--- config.mk ---
export PLATFORM = sky130hd
export DESIGN_NAME = note_fetch_t
export DESIGN_NICKNAME = d
export VERILOG_FILES = /design/src/rtl/note_fetch_t.sv
export SDC_FILE = /design/constraint.sdc
export NUM_CORES = 1
export LEC_CHECK = 0
export ABC_AREA = 1
export CAP_MARGIN = 20
export CORE_ASPECT_RATIO = 2
export CORE_MARGIN = 2
export CORE_UTILIZATION = 55
export DETAILED_ROUTE_END_ITERATION = 12
export DONT_BUFFER_PORTS = 1
export PLACE_DENSITY_LB_ADDON = 0.2
export SYNTH_ARGS = -nofsm -noshare
export SYNTH_HDL_FRONTEND = slang
export SYNTH_SLANG_ARGS = --single-unit
--- constraint.sdc ---
create_clock -name CLK -period 5.7 [get_ports CLK]
set_input_delay 1.14 -clock CLK [delete_from_list [all_inputs] [get_ports CLK]]
set_output_delay 1.14 -clock CLK [all_outputs]
set_load 0.005 [all_outputs]
--- src/rtl/note_fetch_t.sv ---
// Note fetch stage: streams per-column note words from the note BRAM into
// 2-deep prefetch buffers, arbitrating round-robin with one read in flight.
module note_fetch_t #(
  parameter int ADDR_W      = 13,
  parameter int DATA_W      = 24,
  parameter int MEM_LATENCY = 2
) (
  input  logic                CLK,
  input  logic                RESET_L,
  input  logic                sig_fetch_on,
  input  logic [4*ADDR_W-1:0] base_addr_in,
  input  logic [4*ADDR_W-1:0] size_in,
  output logic [ADDR_W-1:0]   mem_addr,
  output logic                mem_en,
  input  logic [DATA_W-1:0]   mem_data,
  input  logic [3:0]          note_rd,
  output logic [4*DATA_W-1:0] note_data,
  output logic [3:0]          note_valid,
  output logic [3:0]          col_end,
  output logic                sig_fetch_done
);

  localparam int WC_W = $clog2(MEM_LATENCY + 2);

  typedef enum logic [1:0] {S_IDLE, S_ARB, S_WAIT, S_CAPTURE} state_t;

  state_t              state_q, state_d;
  logic [ADDR_W-1:0]   base_q  [4], base_d  [4];
  logic [ADDR_W-1:0]   size_q  [4], size_d  [4];
  logic [ADDR_W-1:0]   idx_q   [4], idx_d   [4];
  logic [DATA_W-1:0]   fifo0_q [4], fifo0_d [4];
  logic [DATA_W-1:0]   fifo1_q [4], fifo1_d [4];
  logic [1:0]          cnt_q   [4], cnt_d   [4];
  logic [1:0]          rr_q, rr_d, sel_q, sel_d;
  logic [WC_W-1:0]     wcnt_q, wcnt_d;
  logic                active_q, active_d;
  logic [ADDR_W-1:0]   mem_addr_q, mem_addr_d;
  logic                mem_en_q, mem_en_d;
  logic                done_q, done_d;

  logic                found;
  logic [1:0]          pick, cc;
  logic [3:0]          pop_v, psh_v;

  always_comb begin
    col_end    = '0;
    note_valid = '0;
    note_data  = '0;
    pop_v      = '0;
    psh_v      = '0;
    for (int unsigned c = 0; c < 4; c++) begin
      col_end[c]    = active_q && (idx_q[c] == size_q[c]) && (cnt_q[c] == 2'd0);
      note_valid[c] = (cnt_q[c] != 2'd0);
      note_data[c*DATA_W +: DATA_W] = fifo0_q[c];
      pop_v[c]      = note_rd[c] && (cnt_q[c] != 2'd0);
      psh_v[c]      = (state_q == S_CAPTURE) && (sel_q == 2'(c));
    end
  end

  always_comb begin
    state_d    = state_q;
    base_d     = base_q;
    size_d     = size_q;
    idx_d      = idx_q;
    fifo0_d    = fifo0_q;
    fifo1_d    = fifo1_q;
    cnt_d      = cnt_q;
    rr_d       = rr_q;
    sel_d      = sel_q;
    wcnt_d     = wcnt_q;
    active_d   = active_q;
    mem_addr_d = mem_addr_q;
    mem_en_d   = 1'b0;
    done_d     = done_q | (active_q & (&col_end));

    found = 1'b0;
    pick  = rr_q;
    cc    = '0;
    for (int unsigned k = 0; k < 4; k++) begin
      cc = rr_q + 2'(k);
      if (!found && (idx_q[cc] < size_q[cc]) && (cnt_q[cc] < 2'd2)) begin
        found = 1'b1;
        pick  = cc;
      end
    end

    // Head always lives in slot 0; a push with a concurrent pop lands behind the survivor.
    for (int unsigned c = 0; c < 4; c++) begin
      case ({psh_v[c], pop_v[c]})
        2'b01: begin
          fifo0_d[c] = fifo1_q[c];
          cnt_d[c]   = cnt_q[c] - 2'd1;
        end
        2'b10: begin
          if (cnt_q[c] == 2'd0) fifo0_d[c] = mem_data;
          else                  fifo1_d[c] = mem_data;
          cnt_d[c] = cnt_q[c] + 2'd1;
        end
        2'b11: begin
          if (cnt_q[c] == 2'd1) begin
            fifo0_d[c] = mem_data;
          end else begin
            fifo0_d[c] = fifo1_q[c];
            fifo1_d[c] = mem_data;
          end
        end
        default: ;
      endcase
    end

    case (state_q)
      S_IDLE: ;
      S_ARB: begin
        if (found) begin
          mem_addr_d = base_q[pick] + idx_q[pick];
          mem_en_d   = 1'b1;
          sel_d      = pick;
          wcnt_d     = '0;
          state_d    = S_WAIT;
        end
      end
      S_WAIT: begin
        // One extra cycle beyond the BRAM latency so capture samples settled data.
        if (wcnt_q == WC_W'(MEM_LATENCY)) state_d = S_CAPTURE;
        else                              wcnt_d  = wcnt_q + WC_W'(1);
      end
      S_CAPTURE: begin
        idx_d[sel_q] = idx_q[sel_q] + ADDR_W'(1);
        rr_d         = sel_q + 2'd1;
        state_d      = S_ARB;
      end
      default: state_d = S_IDLE;
    endcase

    if (sig_fetch_on) begin
      for (int unsigned c = 0; c < 4; c++) begin
        base_d[c] = base_addr_in[c*ADDR_W +: ADDR_W];
        size_d[c] = size_in[c*ADDR_W +: ADDR_W];
        idx_d[c]  = '0;
        cnt_d[c]  = '0;
      end
      rr_d     = '0;
      active_d = 1'b1;
      done_d   = 1'b0;
      mem_en_d = 1'b0;
      state_d  = S_ARB;
    end
  end

  always_ff @(posedge CLK or negedge RESET_L) begin
    if (!RESET_L) begin
      state_q    <= S_IDLE;
      for (int unsigned c = 0; c < 4; c++) begin
        base_q[c]  <= '0;
        size_q[c]  <= '0;
        idx_q[c]   <= '0;
        fifo0_q[c] <= '0;
        fifo1_q[c] <= '0;
        cnt_q[c]   <= '0;
      end
      rr_q       <= '0;
      sel_q      <= '0;
      wcnt_q     <= '0;
      active_q   <= 1'b0;
      mem_addr_q <= '0;
      mem_en_q   <= 1'b0;
      done_q     <= 1'b0;
    end else begin
      state_q    <= state_d;
      base_q     <= base_d;
      size_q     <= size_d;
      idx_q      <= idx_d;
      fifo0_q    <= fifo0_d;
      fifo1_q    <= fifo1_d;
      cnt_q      <= cnt_d;
      rr_q       <= rr_d;
      sel_q      <= sel_d;
      wcnt_q     <= wcnt_d;
      active_q   <= active_d;
      mem_addr_q <= mem_addr_d;
      mem_en_q   <= mem_en_d;
      done_q     <= done_d;
    end
  end

  assign mem_addr       = mem_addr_q;
  assign mem_en         = mem_en_q;
  assign sig_fetch_done = done_q;

endmodule

==> results of run 1 <==
==> worst max-delay path: cells and delay by family (launching register included) <==
| family | cells | cell delay (ps) |
|---|---|---|
| xor+xnor | 1 | 140 |
| buf+inv | 9 | 1240 |
| flops | 1 | 500 |
| fa+ha+maj | 2 | 640 |
| compound gates | 9 | 1350 |
| mux | 1 | 120 |
| simple gates | 16 | 1300 |
==> final timing paths <==
check / start / end / slack (ps)
max in group asynchronous: RESET_L / rr_q[0] / 4630
min: RESET_L / note_data[10] / 270
max: rr_q[0] / mem_addr[11] / 320
min in group CLK: base_q[30] / base_q[30] / 470
min reg2reg: base_q[30] / base_q[30] / 470
max reg2reg: rr_q[0] / mem_addr[11] / 320
==> layer usage <==
layer  vias to the layer above  share of wire [%]
met5                         -              0.030
met4                         4                 11
met3                       379                8.5
met2                      1016                 50
met1                      9639                 31
li1                       9297                  -
==> registers in the layout, indices dropped and copies added (netlist names) <==
| name | flops |
|---|---|
| idx_q | 52 |
| size_q | 52 |
| cnt_q | 8 |
| active_q | 1 |
| mem_en | 1 |
| wcnt_q | 2 |
| rr_q | 2 |
| sig_fetch_done | 1 |
| mem_addr | 13 |
| base_q | 52 |
| sel_q | 2 |
| state_q | 2 |
| fifo1_q | 96 |
| note_data | 96 |
==> through the flow <==
stage               cell area [um2]  std cells
floorplan                     21200       2822
global placement              22300       3292
detailed placement            22300       3292
CTS                           23500       3358
global route                  24000       3377
finish                        24000       3378
==> kinds of logic (layout without fill, tap and decap cells) <==
logic type	count (synthesis)	after routing	synth area share [%]
AND/OR/NAND/NOR	1052	1052	19.5
AO/OA/AOI/OAI	834	834	20.8
buffers and inverters	427	465	7.88
flip-flops	380	380	44.9
adder cells (fa/ha/maj)	78	78	4.64
XOR/XNOR	27	27	1.15
multiplexers	24	24	1.13
other	0	3	0
==> layout by cell type, fill, tap and decap left out, drive strengths merged, types with 4 or more instances in the layout <==
cell,Yosys,routed
xnor2,7,7
nand3b,4,4
mux2i,24,24
dfrtp,380,380
clkinv,0,8
buf,39,131
nor3,9,9
xor2,20,20
nor4,5,5
nor2,233,233
o21ai,567,567
a221oi,7,7
inv,261,263
nand3,50,50
nand2,739,739
a21oi,156,156
nand4,7,7
o21a,6,6
clkbuf,127,58
a22oi,6,6
ha,77,77
o22ai,67,67
o2111ai,4,4
==> power breakdown <==
part | switching [W] | total (W) | internal [W]
logic | 0.00642 | 0.0110 | 0.00463
clock network | 0.00115 | 0.00263 | 0.00148
registers | 0.000763 | 0.00429 | 0.00353
total | 0.00833 | 0.0180 | 0.00963
==> timing repair <==
item | 4_1_cts | 5_1_grt
setup buffers | 0 | 6
endpoints found under the setup margin | 0 | 8
hold buffers | 0 | 0
gates resized for setup | 0 | 59
hold endpoints to repair | 0 | 0
==> cell type report <==
cell class                      count  area [um2]
Inverter                          261         982
Sequential cell                   380        9510
Timing Repair Buffer              138        1360
Antenna cell                        3        7.51
Fill cell                        3379       14100
Clock buffer                       51        1080
Tap cell                          515         644
Multi-Input combinational cell   2015       10200
Clock inverter                     15         191
==> summary.md, run 1 <==
| Metric | Value |
|---|---|
| Area of the core | 38000 um2 |
| Worst setup EP type | flip-flop |
| Clock sink total | 380 |
| I/O pin count | 254 |
| CTS max path bufs | 3 |
| Total negative setup slack | 0 ps |
| Max-Slew Margin vs Limit | 34.1% |
| Sequential area share after synthesis | 44.9% |
| Post-Syn Nets | 3035 |
| Async S/R FF share, synth | 100% |
| Global-route track usage on met3 | 11.4% |
| Met2 Use GR | 71.6% |
| Netlist cell types | 50 |
| Setup WS pre-CTS | 157 ps |
| Initial DRC Count | 1588 |
| Clock transition at path regs | 70 ps |
| Die Y | 282 um |
| Hold_ws | 269 ps |
| CP arrival | 5860 ps |
| Final worst path period need | 5380 ps |
| Via count of the first global-routing pass | 20000 |
| Hold WC Path Type | in -> async |
| Layout cells sized above 1 | 8.88% |
| CP most frequent cell | nand2_1 |
| Worst-margin pin slew | 988 ps |
| Die W | 143 um |
| CTS H-tree depth | 2 |
| Top cell type's share of synthesized area | 44.9% |
| Avg Synthesized Cell Area | 7.51 um2 |
| Routing usage on met1 | 38.9% |
| Root Buffer | clkbuf_16 |
| Skew final | 37.2 ps |
| Most frequent cell after synthesis | nand2_1 |
| Initial antenna violation count | 5 |
| Vias per cell | 6.02 |
| Initial core utilization | 55.7% |
| Synth Register Bits | 380 |
| Worst setup margin | 323 ps |
| CTS tree | done |
| Req. time, crit path | 6190 ps |
| DIE AREA | 40200 um2 |
| CP max stage delay | 500 ps |
| GR peak layer | met2 |
| Clock Latency Late Sink | 580 ps |
| Design Power | 0.0180 W |
| DRT Pass-1 Iters | 6 |
| CTS buffer count | 36 |
| Global-route wire length before repair | 121000 um |
| CP Class | reg -> reg |
| VDD IR max | 571 uV |
| Drt wl/cell | 24.8 um |
| Cell Pwr Density | 749 nW/um2 |
| Final Cycle Share | 94.3% |
| # rows | 101 |
| Crit-path max FO | 15 |
| Final wirelength | 83600 um |
| CP Launch Type | flip-flop |
| Post-Syn Area | 21200 um2 |
| GRT overflow | 0 |
| Vias | 20300 |
| Max-Cap Viols | 0 |
| Layout Nets | 3045 |
| DP HPWL | 61300 um |
| Synth-to-layout area growth | 13.2% |
| Top cells by count, synth | 730 x nand2_1, 553 x o21ai_0, 380 x dfrtp_1 |
| Final setup vio count | 0 |
| Routability cong. | 1.04 |
| Syn Inst Count | 2822 |
| GRT Overall Usage | 41.0% |
| CP max stage cell | dfrtp_4 |
| Yosys warns | 0 |
| Status | finished clean |
| Drt drc | 0 |
| Antenna Violating Nets Remaining | 0 |
| FMAX | 186 MHz |
| Number of synthesized flops with an enable pin | 0 |
| Utilization after layout | 63.1% |
| Largest area contributor in the netlist | dfrtp_1 |
| Hold Fails Final Rpt | 0 |
| P_leak | 11.5 nW |
| Area contributors post-synth | dfrtp_1 45%, o21ai_0 13%, nand2_1 13%, inv_1 4.6%, ha_1 4.5% |
| Largest net degree at the start of global routing | 381 |
| Final Max Tran Viols | 0 |
| Post-synth top flop | dfrtp_1 |
| Cells on worst reg2reg path | 38 |
| PortBufs | 0 |
Note: power is estimated with default switching activity, not from simulation.
==> run 2: changes to the inputs <==
--- a/config.mk
+++ b/config.mk
@@ -7,9 +7,8 @@
 export LEC_CHECK = 0
 export ABC_AREA = 1
 export CAP_MARGIN = 20
-export CORE_ASPECT_RATIO = 2
 export CORE_MARGIN = 2
-export CORE_UTILIZATION = 55
+export CORE_UTILIZATION = 45
 export DETAILED_ROUTE_END_ITERATION = 12
 export DONT_BUFFER_PORTS = 1
 export PLACE_DENSITY_LB_ADDON = 0.2
==> run 2 against run 1 <==
  * Via count shrank 5.2%
  * Critical path depth shrank 5
  * Sequential share of layout area increased by 0.44 points
  * Core utilization fell by 12 points
  * Clock-buffer cell count rose by 16
  * Hold slack got worse by 17 ps
==> summary.md, run 2 (same netlist as run 1, synthesis figures left out) <==
| Metric | Value |
|---|---|
| Worst setup EP type | flip-flop (unchanged) |
| Synth-to-layout area growth | 11.9% (was 13.2%) |
| Initial DRC Count | 1820 (was 1588) |
| Initial core utilization | 45.5% (was 55.7%) |
| Clock transition at path regs | 60 ps (was 70 ps) |
| # rows | 79 (was 101) |
| DIE AREA | 48800 um2 (was 40200 um2) |
| CP max stage cell | dfrtp_4 (unchanged) |
| Final Cycle Share | 94.0% (was 94.3%) |
| Max-Cap Viols | 0 (unchanged) |
| FMAX | 187 MHz (was 186 MHz) |
| CP max stage delay | 490 ps (was 500 ps) |
| DRT Pass-1 Iters | 7 (was 6) |
| FF-to-FF Start | rr_q[0] (unchanged) |
| GRT overflow | 0 (unchanged) |
| Hold WC Path Type | in -> async (unchanged) |
| CTS H-tree depth | 2 (unchanged) |
| Req. time, crit path | 6180 ps (was 6190 ps) |
| VDD IR max | 791 uV (was 571 uV) |
| Most common cell after layout, fill and taps aside | nand2_1 (unchanged) |
| CP Class | reg -> reg (unchanged) |
| P_int | 0.00893 W (was 0.00963 W) |
| Hold Fails Final Rpt | 0 (unchanged) |
| DP HPWL | 53700 um (was 61300 um) |
| Clock Latency Late Sink | 600 ps (was 580 ps) |
| Final wirelength | 73500 um (was 83600 um) |
| Max-Slew Margin vs Limit | 6.70% (was 34.1%) |
| Routability cong. | 0.993 (was 1.04) |
| Root Buffer | clkbuf_16 (unchanged) |
| Initial antenna violation count | 1 (was 5) |
| Cell count along the critical path | 33 (was 38) |
| CTS buffer count | 44 (was 36) |
| Vias | 19300 (was 20300) |
| CP startpoint | rr_q[0] (unchanged) |
| Drt drc | 0 (unchanged) |
| CP Launch Type | flip-flop (unchanged) |
| CTS max path bufs | 3 (unchanged) |
| Delay-heaviest family, CP | simple AND/OR/NAND/NOR gates (was compound AO/OA/AOI/OAI gates) |
| Largest net degree at the start of global routing | 381 (unchanged) |
| CP arrival | 5840 ps (was 5860 ps) |
| Cell Pwr Density | 702 nW/um2 (was 749 nW/um2) |
| Crit path to | mem_addr[12] (was mem_addr[11]) |
| CTS tree | done (unchanged) |
| Most frequent cells in the layout | 728 x nand2_1, 520 x o21ai_0, 379 x dfrtp_1 (unchanged) |
| Crit-path max FO | 29 (was 15) |
| Final setup vio count | 0 (unchanged) |
| Global-route wire length before repair | 111000 um (was 121000 um) |
| Sequential Power Share | 25.5% (was 23.9%) |
| Area of the core | 46600 um2 (was 38000 um2) |
| CP bufs+invs | 4 (was 9) |
| Die W | 221 um (was 143 um) |
| GRT Overall Usage | 29.3% (was 41.0%) |
| Net Sw Power | 0.00772 W (was 0.00833 W) |
| Worst-margin pin slew | 1400 ps (was 988 ps) |
| RSZ-0062 raised after global routing | false |
| Layout cells sized above 1 | 6.35% (was 8.88%) |
| Placed cells | 3319 (was 3292) |
| Cells on worst reg2reg path | 33 (was 38) |
| Design Power | 0.0167 W (was 0.0180 W) |
| Antenna Violating Nets Remaining | 0 (unchanged) |
| Final non-filler cell total | 3412 (was 3378) |
| Clk network pwr share | 17.4% (was 14.6%) |
| Drt wl/cell | 21.5 um (was 24.8 um) |
| CP most frequent cell | nand2_1 (unchanged) |
| Via count of the first global-routing pass | 18200 (was 20000) |
| Die Y | 221 um (was 282 um) |
| I/O pin count | 254 (unchanged) |
| Total negative setup slack | 0 ps (unchanged) |
| Fillcell total | 4470 (was 3379) |
| ANT cells | 0 (was 3) |
| Status | finished clean (unchanged) |
| Layout Nets | 2985 (was 3045) |
| PortBufs | 0 (unchanged) |
| Combinational cell fraction of total power | 57.2% (was 61.5%) |
| Net Sw Frac | 46.4% (about the same) |
| P_leak | 11.3 nW (was 11.5 nW) |
| Hold_ws | 252 ps (was 269 ps) |
| Final worst path period need | 5360 ps (was 5380 ps) |
| Skew final | 25.9 ps (was 37.2 ps) |
| Hold Buf Count CTS | 0 (unchanged) |
| Clock sink total | 380 (unchanged) |
| Vias per cell | 5.65 (was 6.02) |
| Final Max Tran Viols | 0 (unchanged) |
| Critical register-to-register path endpoint | mem_addr[12] (was mem_addr[11]) |
| R2r setup slk | 340 ps (was 320 ps) |
run 2: area by class of cell:
cell class                 instances  area [um2]  area share [%]
timing repair buffer              70         827            3.49
inverter                         261         982            4.14
clock inverter                    12         134           0.564
multi-input combinational       2015       10100            42.8
clock buffer                      67        1360            5.73
sequential                       380        9510            40.1
tap                              607         759            3.20
run 2: power groups by stage:
stage | sequential [W] | clock [W] | combinational, W
after detailed placement | 0.00428 | 0 | 0.00908
after CTS | 0.00425 | 0.00294 | 0.00911
after global routing | 0.00433 | 0.00305 | 0.0107
after floorplan | 0.00397 | 0 | 0.00650
after global placement | 0.00427 | 0 | 0.00889
final | 0.00424 | 0.00289 | 0.00952
run 2: per-layer routing:
| layer | GRT usage (%) | vias to the layer above | routed length (um) |
|---|---|---|---|
| li1 | - | 9191 | - |
| met1 | 38.8 | 9143 | 31100 |
| met2 | 45.6 | 795 | 32900 |
| met3 | 7.30 | 150 | 6240 |
| met4 | 12.5 | 0 | 3240 |
| met5 | 0 | - | 0 |
run 2: worst min path at each step:
stage	slack, ps	to	startpoint	cells after the start
2_1_floorplan	440	base_q[11]	base_q[11]	2
6_report	250	base_q[37]	RESET_L	0
3_3_place_gp	450	base_q[35]	base_q[35]	2
5_1_grt	240	base_q[22]	RESET_L	0
4_1_cts	230	size_q[25]	RESET_L	0
3_5_place_dp	450	base_q[27]	base_q[27]	2
run 2: stage by stage:
| step | worst slack, ps | cell area, um2 | util (%) |
|---|---|---|---|
| global route | 25.7 | 23700 | 51.0 |
| floorplan | 358 | 21200 | - |
| global placement | 214 | 21900 | 47.0 |
| finish | 340 | 23700 | 51.0 |
| CTS | 139 | 23400 | 50.2 |
| detailed placement | 160 | 21900 | 47.0 |
run 2: timing repair:
| item | in CTS | in global routing |
|---|---|---|
| endpoints found under the setup margin | 0 | 3 |
| gates resized for setup | 0 | 41 |
| setup buffers | 0 | 5 |
| hold endpoints to repair | 0 | 0 |
